<file path="src/rtl/lamp_controller.sv">
// Lamp controller: decodes command edges into on/off/toggle, holds lamp state, auto-off timer.
// Define LAMP_WARN_EN to compile in the blinking WARN phase between ON expiry and OFF.
module lamp_controller #(
    parameter int TIMEOUT     = 16,
    parameter int WARN_CYCLES = 8,
    parameter int BLINK_LOG2  = 1
) (
    input  logic       clock,
    input  logic       reset,
    input  logic [1:0] cmd,
    input  logic       presence,
    output logic       lamp,
    output logic       warn,
    output logic [1:0] state
);

    localparam int MAX_CYC = (TIMEOUT > WARN_CYCLES) ? TIMEOUT : WARN_CYCLES;
    localparam int CNT_W   = (MAX_CYC > 1) ? $clog2(MAX_CYC) : 1;

    localparam logic [CNT_W-1:0] ON_LOAD = CNT_W'(TIMEOUT - 1);
`ifdef LAMP_WARN_EN
    localparam logic [CNT_W-1:0] WARN_LOAD = CNT_W'(WARN_CYCLES - 1);
`endif

    localparam logic [1:0] CMD_NONE   = 2'b00;
    localparam logic [1:0] CMD_ON     = 2'b01;
    localparam logic [1:0] CMD_OFF    = 2'b10;
    localparam logic [1:0] CMD_TOGGLE = 2'b11;

    typedef enum logic [1:0] {
        ST_OFF  = 2'b00,
        ST_ON   = 2'b01,
        ST_WARN = 2'b10
    } state_e;

    state_e           state_q, state_d;
    logic [CNT_W-1:0] cnt_q, cnt_d;
    logic [1:0]       cmd_q, cmd_d;
    logic             cmd_evt;

    // NOTE: every variable gets a default before the case so no path leaves it unassigned (no latches).
    always_comb begin
        cmd_d   = cmd;
        state_d = state_q;
        cnt_d   = cnt_q;
        cmd_evt = (cmd != cmd_q) && (cmd != CMD_NONE);

        case (state_q)
            ST_OFF: begin
                if (cmd_evt && (cmd == CMD_ON || cmd == CMD_TOGGLE)) begin
                    state_d = ST_ON;
                    cnt_d   = ON_LOAD;
                end
            end

            ST_ON: begin
                if (cmd_evt) begin
                    if (cmd == CMD_ON) begin
                        cnt_d = ON_LOAD;
                    end else begin
                        state_d = ST_OFF;
                    end
                end else if (presence) begin
                    cnt_d = ON_LOAD;
                end else if (cnt_q == '0) begin
`ifdef LAMP_WARN_EN
                    state_d = ST_WARN;
                    cnt_d   = WARN_LOAD;
`else
                    state_d = ST_OFF;
`endif
                end else begin
                    cnt_d = cnt_q - 1'b1;
                end
            end

`ifdef LAMP_WARN_EN
            ST_WARN: begin
                if (cmd_evt) begin
                    if (cmd == CMD_ON) begin
                        state_d = ST_ON;
                        cnt_d   = ON_LOAD;
                    end else begin
                        state_d = ST_OFF;
                    end
                end else if (presence) begin
                    state_d = ST_ON;
                    cnt_d   = ON_LOAD;
                end else if (cnt_q == '0) begin
                    state_d = ST_OFF;
                end else begin
                    cnt_d = cnt_q - 1'b1;
                end
            end
`endif

            // Encoding 11 (and WARN when not compiled in) falls back to OFF.
            default: state_d = ST_OFF;
        endcase
    end

    // NOTE: sequential state uses non-blocking assignments so all flops update together at the edge.
    always_ff @(posedge clock or posedge reset) begin
        if (reset) begin
            state_q <= ST_OFF;
            cnt_q   <= '0;
            cmd_q   <= CMD_NONE;
        end else begin
            state_q <= state_d;
            cnt_q   <= cnt_d;
            cmd_q   <= cmd_d;
        end
    end

    // Outputs decode registered state only, so reset clears them without waiting for an edge.
    assign state = state_q;
    assign lamp  = (state_q == ST_ON) || ((state_q == ST_WARN) && cnt_q[BLINK_LOG2]);
`ifdef LAMP_WARN_EN
    assign warn  = (state_q == ST_WARN);
`else
    assign warn  = 1'b0;
`endif

endmodule

</file>
<file path="config.mk">
export PLATFORM = sky130hd
export DESIGN_NAME = lamp_controller
export DESIGN_NICKNAME = d
export VERILOG_FILES = /design/src/rtl/lamp_controller.sv
export SDC_FILE = /design/constraint.sdc
export NUM_CORES = 1
export LEC_CHECK = 0
export BUFFER_PORTS_ARGS = -buffer_cell sky130_fd_sc_hd__buf_2
export CAP_MARGIN = 20
export CORE_AREA = 2 2 39 41
export CTS_CLUSTER_DIAMETER = 60
export DETAILED_ROUTE_END_ITERATION = 10
export DIE_AREA = 0 0 41 43
export HOLD_SLACK_MARGIN = 0.1
export SLEW_MARGIN = 40
export SYNTH_ARGS = -nofsm -noshare
export SYNTH_HDL_FRONTEND = slang
export SYNTH_SLANG_ARGS = --single-unit
</file>
<file path="constraint.sdc">
create_clock -name clock -period 2.8 [get_ports clock]
set_clock_uncertainty 0.1 [all_clocks]
set_input_delay 0.56 -clock clock [delete_from_list [all_inputs] [get_ports clock]]
set_output_delay 0.56 -clock clock [all_outputs]
set_load 0.01 [all_outputs]
</file>
=== Word level (Yosys, flattened, before mapping) ===
Cells that the tools add are included.

* Memory bits (read-only): 0
* Memories kept: 0
* Register bits after elaboration: 8
* Latch bits: 0
* Memory bits (writable): 0

* Reductions and logical operators: 11
* Add/subtract/negate cells: 1
* Order comparisons: 0
* Equal/unequal tests: 11
* $mul: 0
* Bitwise operators: 0
* Shift-type cells: 0
* Div/mod/pow operators: 0
* Mux-type cells: 12

{| class="wikitable"
|+ Operator list
! operator !! count
|-
| 4-bit two-way mux || 5
|-
| 3-bit inequality test (second input constant) || 4
|-
| 2-bit two-way mux || 5
|-
| 4-bit one-hot mux with 2 select lines || 1
|-
| 4-bit AND reduction || 2
|-
| 2-bit by 1-bit == test with 1-bit output (second input constant) || 2
|-
| 2-bit == test (second input constant) || 2
|-
| 4-bit zero test || 1
|-
| 4-bit inequality test (second input constant) || 1
|-
| 2-bit one-hot mux with 2 select lines || 1
|-
| 2-bit nonzero test || 2
|-
| 4-bit by 1-bit subtractor with 4-bit output (second input constant) || 1
|-
| 1-bit logical AND || 3
|-
| 2-bit zero test || 1
|-
| 1-bit logical OR || 2
|-
| 2-bit inequality test || 1
|-
| 2-bit inequality test (second input constant) || 1
|}

=== Logic depth before layout (Yosys ltp) ===
* Word-level depth: 5
* Mapped depth: 6

=== Worst setup path before layout ===
OpenSTA, ideal clock, no wires.

* Path kind: flip-flop to flip-flop
* Start point: register cnt_q[0]
* End point: register cnt_q[0]
* Setup time: 132 ps
* Buffers on the path: 0
* Arrival time: 1220 ps
* Slack: 1348 ps
* Stages on the path, launching flop included: 6
* Cell sequence: dfrtp_1 > inv_1 > ha_1 > or3b_1 > nor3_1 > o31ai_1

* Longest elaborated chain between the ends: 5
* Elaborated cells between the ends (all ways): 8
* Classes of those cells: add/sub: 1; eq/ne: 1; mux: 4; reduce/logical: 2

{| class="wikitable"
|+ RTL lines
! element !! RTL line !! source
|-
| start: declaration || 37 || <nowiki>logic [CNT_W-1:0] cnt_q, cnt_d;</nowiki>
|-
| start signal: assignment || 110 || <nowiki>cnt_q <= cnt_d;</nowiki>
|-
| 4-bit by 1-bit subtractor with 4-bit output || 73 || <nowiki>cnt_d = cnt_q - 1'b1;</nowiki>
|-
| 4-bit two-way mux || 65 || <nowiki>end else if (cnt_q == '0) begin</nowiki>
|-
| 4-bit two-way mux || 63 || <nowiki>end else if (presence) begin</nowiki>
|-
| 4-bit two-way mux || 57 || <nowiki>if (cmd_evt) begin</nowiki>
|-
| 4-bit one-hot mux with 2 select lines || 48 || <nowiki>case (state_q)</nowiki>
|}

Several ways; a longest one is shown, not always the timed one. The select of a mux whose other input is x is not followed.
A chain may end at the register's enable or synchronous reset.

=== Final worst setup path ===
Ends and elaborated chain as after synthesis.

==> summary.md <==
| Metric | Value |
|---|---|
| Status | finished clean |
| Initial antenna violation count | 0 |
| H-tree lvl count | 1 |
| Post-Syn Area per Cell | 9.619 um^2 |
| CP Data Arrival Time | 1.62 ns |
| Starting Density | 33.36% |
| Register Area | 175.2 um^2 |
| Vias per inst | 5.028 |
| Clock power frac | 29.7% |
| Multi-input gate area | 252.7 um^2 |
| Clock latency at the later pin of the worst-skew pair | 0.25 ns |
| Vias | 362 |
| Synthesized area | 461.7 um^2 |
| CTS root buffer | clkbuf_4 |
| NetSw | 94.11 uW |
| First drt pass iteration count | 4 |
| Post-cts resize count | 0 |
| Netlist cell types | 27 |
| Drt wl/cell | 11.39 um |
| Slew Viols, Final | 0 |
| Top-count cell post-synth | dfrtp_1 |
| Port Buf Inserts | 6 |
| HPWL after DPL | 637.6 um |
| Fmax | 0.6239 GHz |
| GRT Overall Usage | 12.45% |
| Die X | 41 um |
| Congestion Overflow GR | 0 |
| Setup Fix Bufs, Post-CTS | 0 |
| Number of synthesized flops with an enable pin | 0 |
| Clock-pin slew on the worst setup and hold paths | 0.05 ns |
| Flop pwr share | 45.2% |
| Cts hold-fix bufs | 0 |
| Vias in the first global route | 355 |
| Max Cap Violations | 0 |
| Yosys reg bits | 7 |
| Ant. Diodes | 0 |
| CTS tree | yes |
| DIE HEIGHT | 43 um |
| Worst Setup Path Type | reg2reg |
| Post-synth top cells | dfrtp_1 (7), nor3_1 (5), inv_1 (4) |
| I/O pin total | 9 |
| Required @ worst endpoint | 2.82 ns |
| Register area share after synthesis | 37.94% |
| GPL Wtd Cong | 0.7781 |
| Switching share of power | 31.58% |
| Max rail drop VDD | 0.0004125 V |
| Core Area | 1384 um^2 |
| Power Internal | 203.9 uW |
| First-pass GRT wire length | 1449 um |
| Worst-path maximum fanout | 4 |
| Finish-stage setup viols | 0 |
| Final period util | 57.24% |
| Fin. Hold Viols | 0 |
| Prevailing post-synth register cell | dfrtp_1 |
| Pin count of the biggest net entering global routing | 9 |
| DRC Markers | 0 |
| # rows | 14 |
| Critical Path Start Type | register |
| Crit path capture type | register |
| Synth warnings | 0 |
| TNS Setup | 0 ns |
| LEAKAGE | 0.2087 nW |
| Syn-to-layout area delta | 12.47% |
| DIE AREA | 1763 um^2 |
| PD cells | 573.9 nW/um^2 |
| Iter 0 DRT Violations | 3 |
| Fraction of registers with async set/reset | 100.0% |
| Unrepaired setup endpoints after global routing | no |
| Synth top area share | 37.94% |
| Proportion of layout cells with a drive suffix above 1 | 23.21% |
| Routed WL | 820 um |
| Combinational Power Share | 25.1% |
| Nets | 63 |
| Synth top area cells | dfrtp_1 (38%), nor3_1 (5.4%), nand4b_4 (5.1%) |
| Fillers | 148 |
| Post-route ant nets | 0 |
| Clock sinks | 7 |
| Post-Place Cell Area | 493.0 um^2 |
| Final min period | 1.603 ns |
| TritonCTS Buffers | 3 |
| Fin area | 519.2 um^2 |
| Largest area contributor in the netlist | dfrtp_1 |
| Hold Crit Class | in2async |
| Clk buf depth | 2 |
| Synthesized instance count | 48 |
## power groups by stage
stage / clock network [mW] / logic [mW] / registers [mW]
2_1_floorplan: 0 / 0.0606 / 0.133
3_3_place_gp: 0 / 0.0736 / 0.137
3_5_place_dp: 0 / 0.0757 / 0.137
4_1_cts: 0.0929 / 0.0763 / 0.135
5_1_grt: 0.100 / 0.0891 / 0.138
6_report: 0.0885 / 0.0747 / 0.135
## layer usage
metal | vias to the layer above | global-route usage (%) | routed length, um
li1 | 189 | - | -
met4 | 0 | 2.000 | 0
met1 | 164 | 15.18 | 387
met5 | - | 0 | 0
met3 | 0 | 7.853 | 56
met2 | 9 | 18.44 | 377
## state kept, by name (all words and copies together), names as in the netlist
signal	flops
cnt_q	4
cmd_q	2
state	1
## per-stage QoR
step / util, % / setup WS [ns] / hold WS (ns) / std cells / total power [mW]
CTS: 37.52 / 1.199 / 0.1294 / 72 / 0.3045
floorplan: - / 1.348 / 0.2634 / 49 / 0.1939
global route: 37.52 / 1.027 / 0.1353 / 72 / 0.3270
detailed placement: 35.62 / 1.118 / 0.3938 / 68 / 0.2127
finish: 37.52 / 1.197 / 0.1273 / 72 / 0.2980
global placement: 35.62 / 1.139 / 0.3950 / 68 / 0.2108
## worst paths after layout
| check | from | to | slack, ns | cells after the start |
|---|---|---|---|---|
| min | reset | cnt_q[3]$_DFFE_PP0P_ | 0.13 | 2 |
| min in group clock | cmd[1] | cmd_q[1]$_DFF_PP0_ | 0.39 | 1 |
| max reg2reg | cnt_q[0]$_DFFE_PP0P_ | cnt_q[0]$_DFFE_PP0P_ | 1.20 | 5 |
| max in group asynchronous | reset | cnt_q[2]$_DFFE_PP0P_ | 2.27 | 2 |
| min reg2reg | cnt_q[0]$_DFFE_PP0P_ | cnt_q[0]$_DFFE_PP0P_ | 0.42 | 1 |
| max | cnt_q[0]$_DFFE_PP0P_ | cnt_q[0]$_DFFE_PP0P_ | 1.20 | 5 |
## kinds of logic (layout without fill, tap and decap cells)
group	Yosys count	after routing	share of synthesized area (%)
buffers and inverters	7	14	8.129
other	1	2	0.8122
AOI/OAI and AO/OA	12	12	19.78
DFF	7	7	37.94
and+or+nand+nor	20	20	30.62
adders and majority gates	1	1	2.710
## critical path, stage by stage, from the launching register on
cell and delay [ns]:
dfrtp_1 0.40, inv_1 0.07, ha_1 0.18, or3b_1 0.42
nor3_1 0.22, o31ai_1 0.10
## cell usage in the layout, fill, tap and decap left out, types with 2 or more instances in the layout
cell type and n:
dfrtp_1 7, buf_2 6, nor3_1 5, inv_1 4, nand2b_1 3, o31ai_1 3
clkbuf_4 3, nand3b_1 2, a211oi_1 2, conb_1 2
## final cells by class
cell class | count | area share [%]
clock buffers | 4 | 5.060
repair buffers | 6 | 5.783
flip-flops and latches | 7 | 33.73
well taps | 16 | 3.855
inverters | 4 | 2.892
multi-input cells | 35 | 48.67
Power figures use the tool's default switching activity.
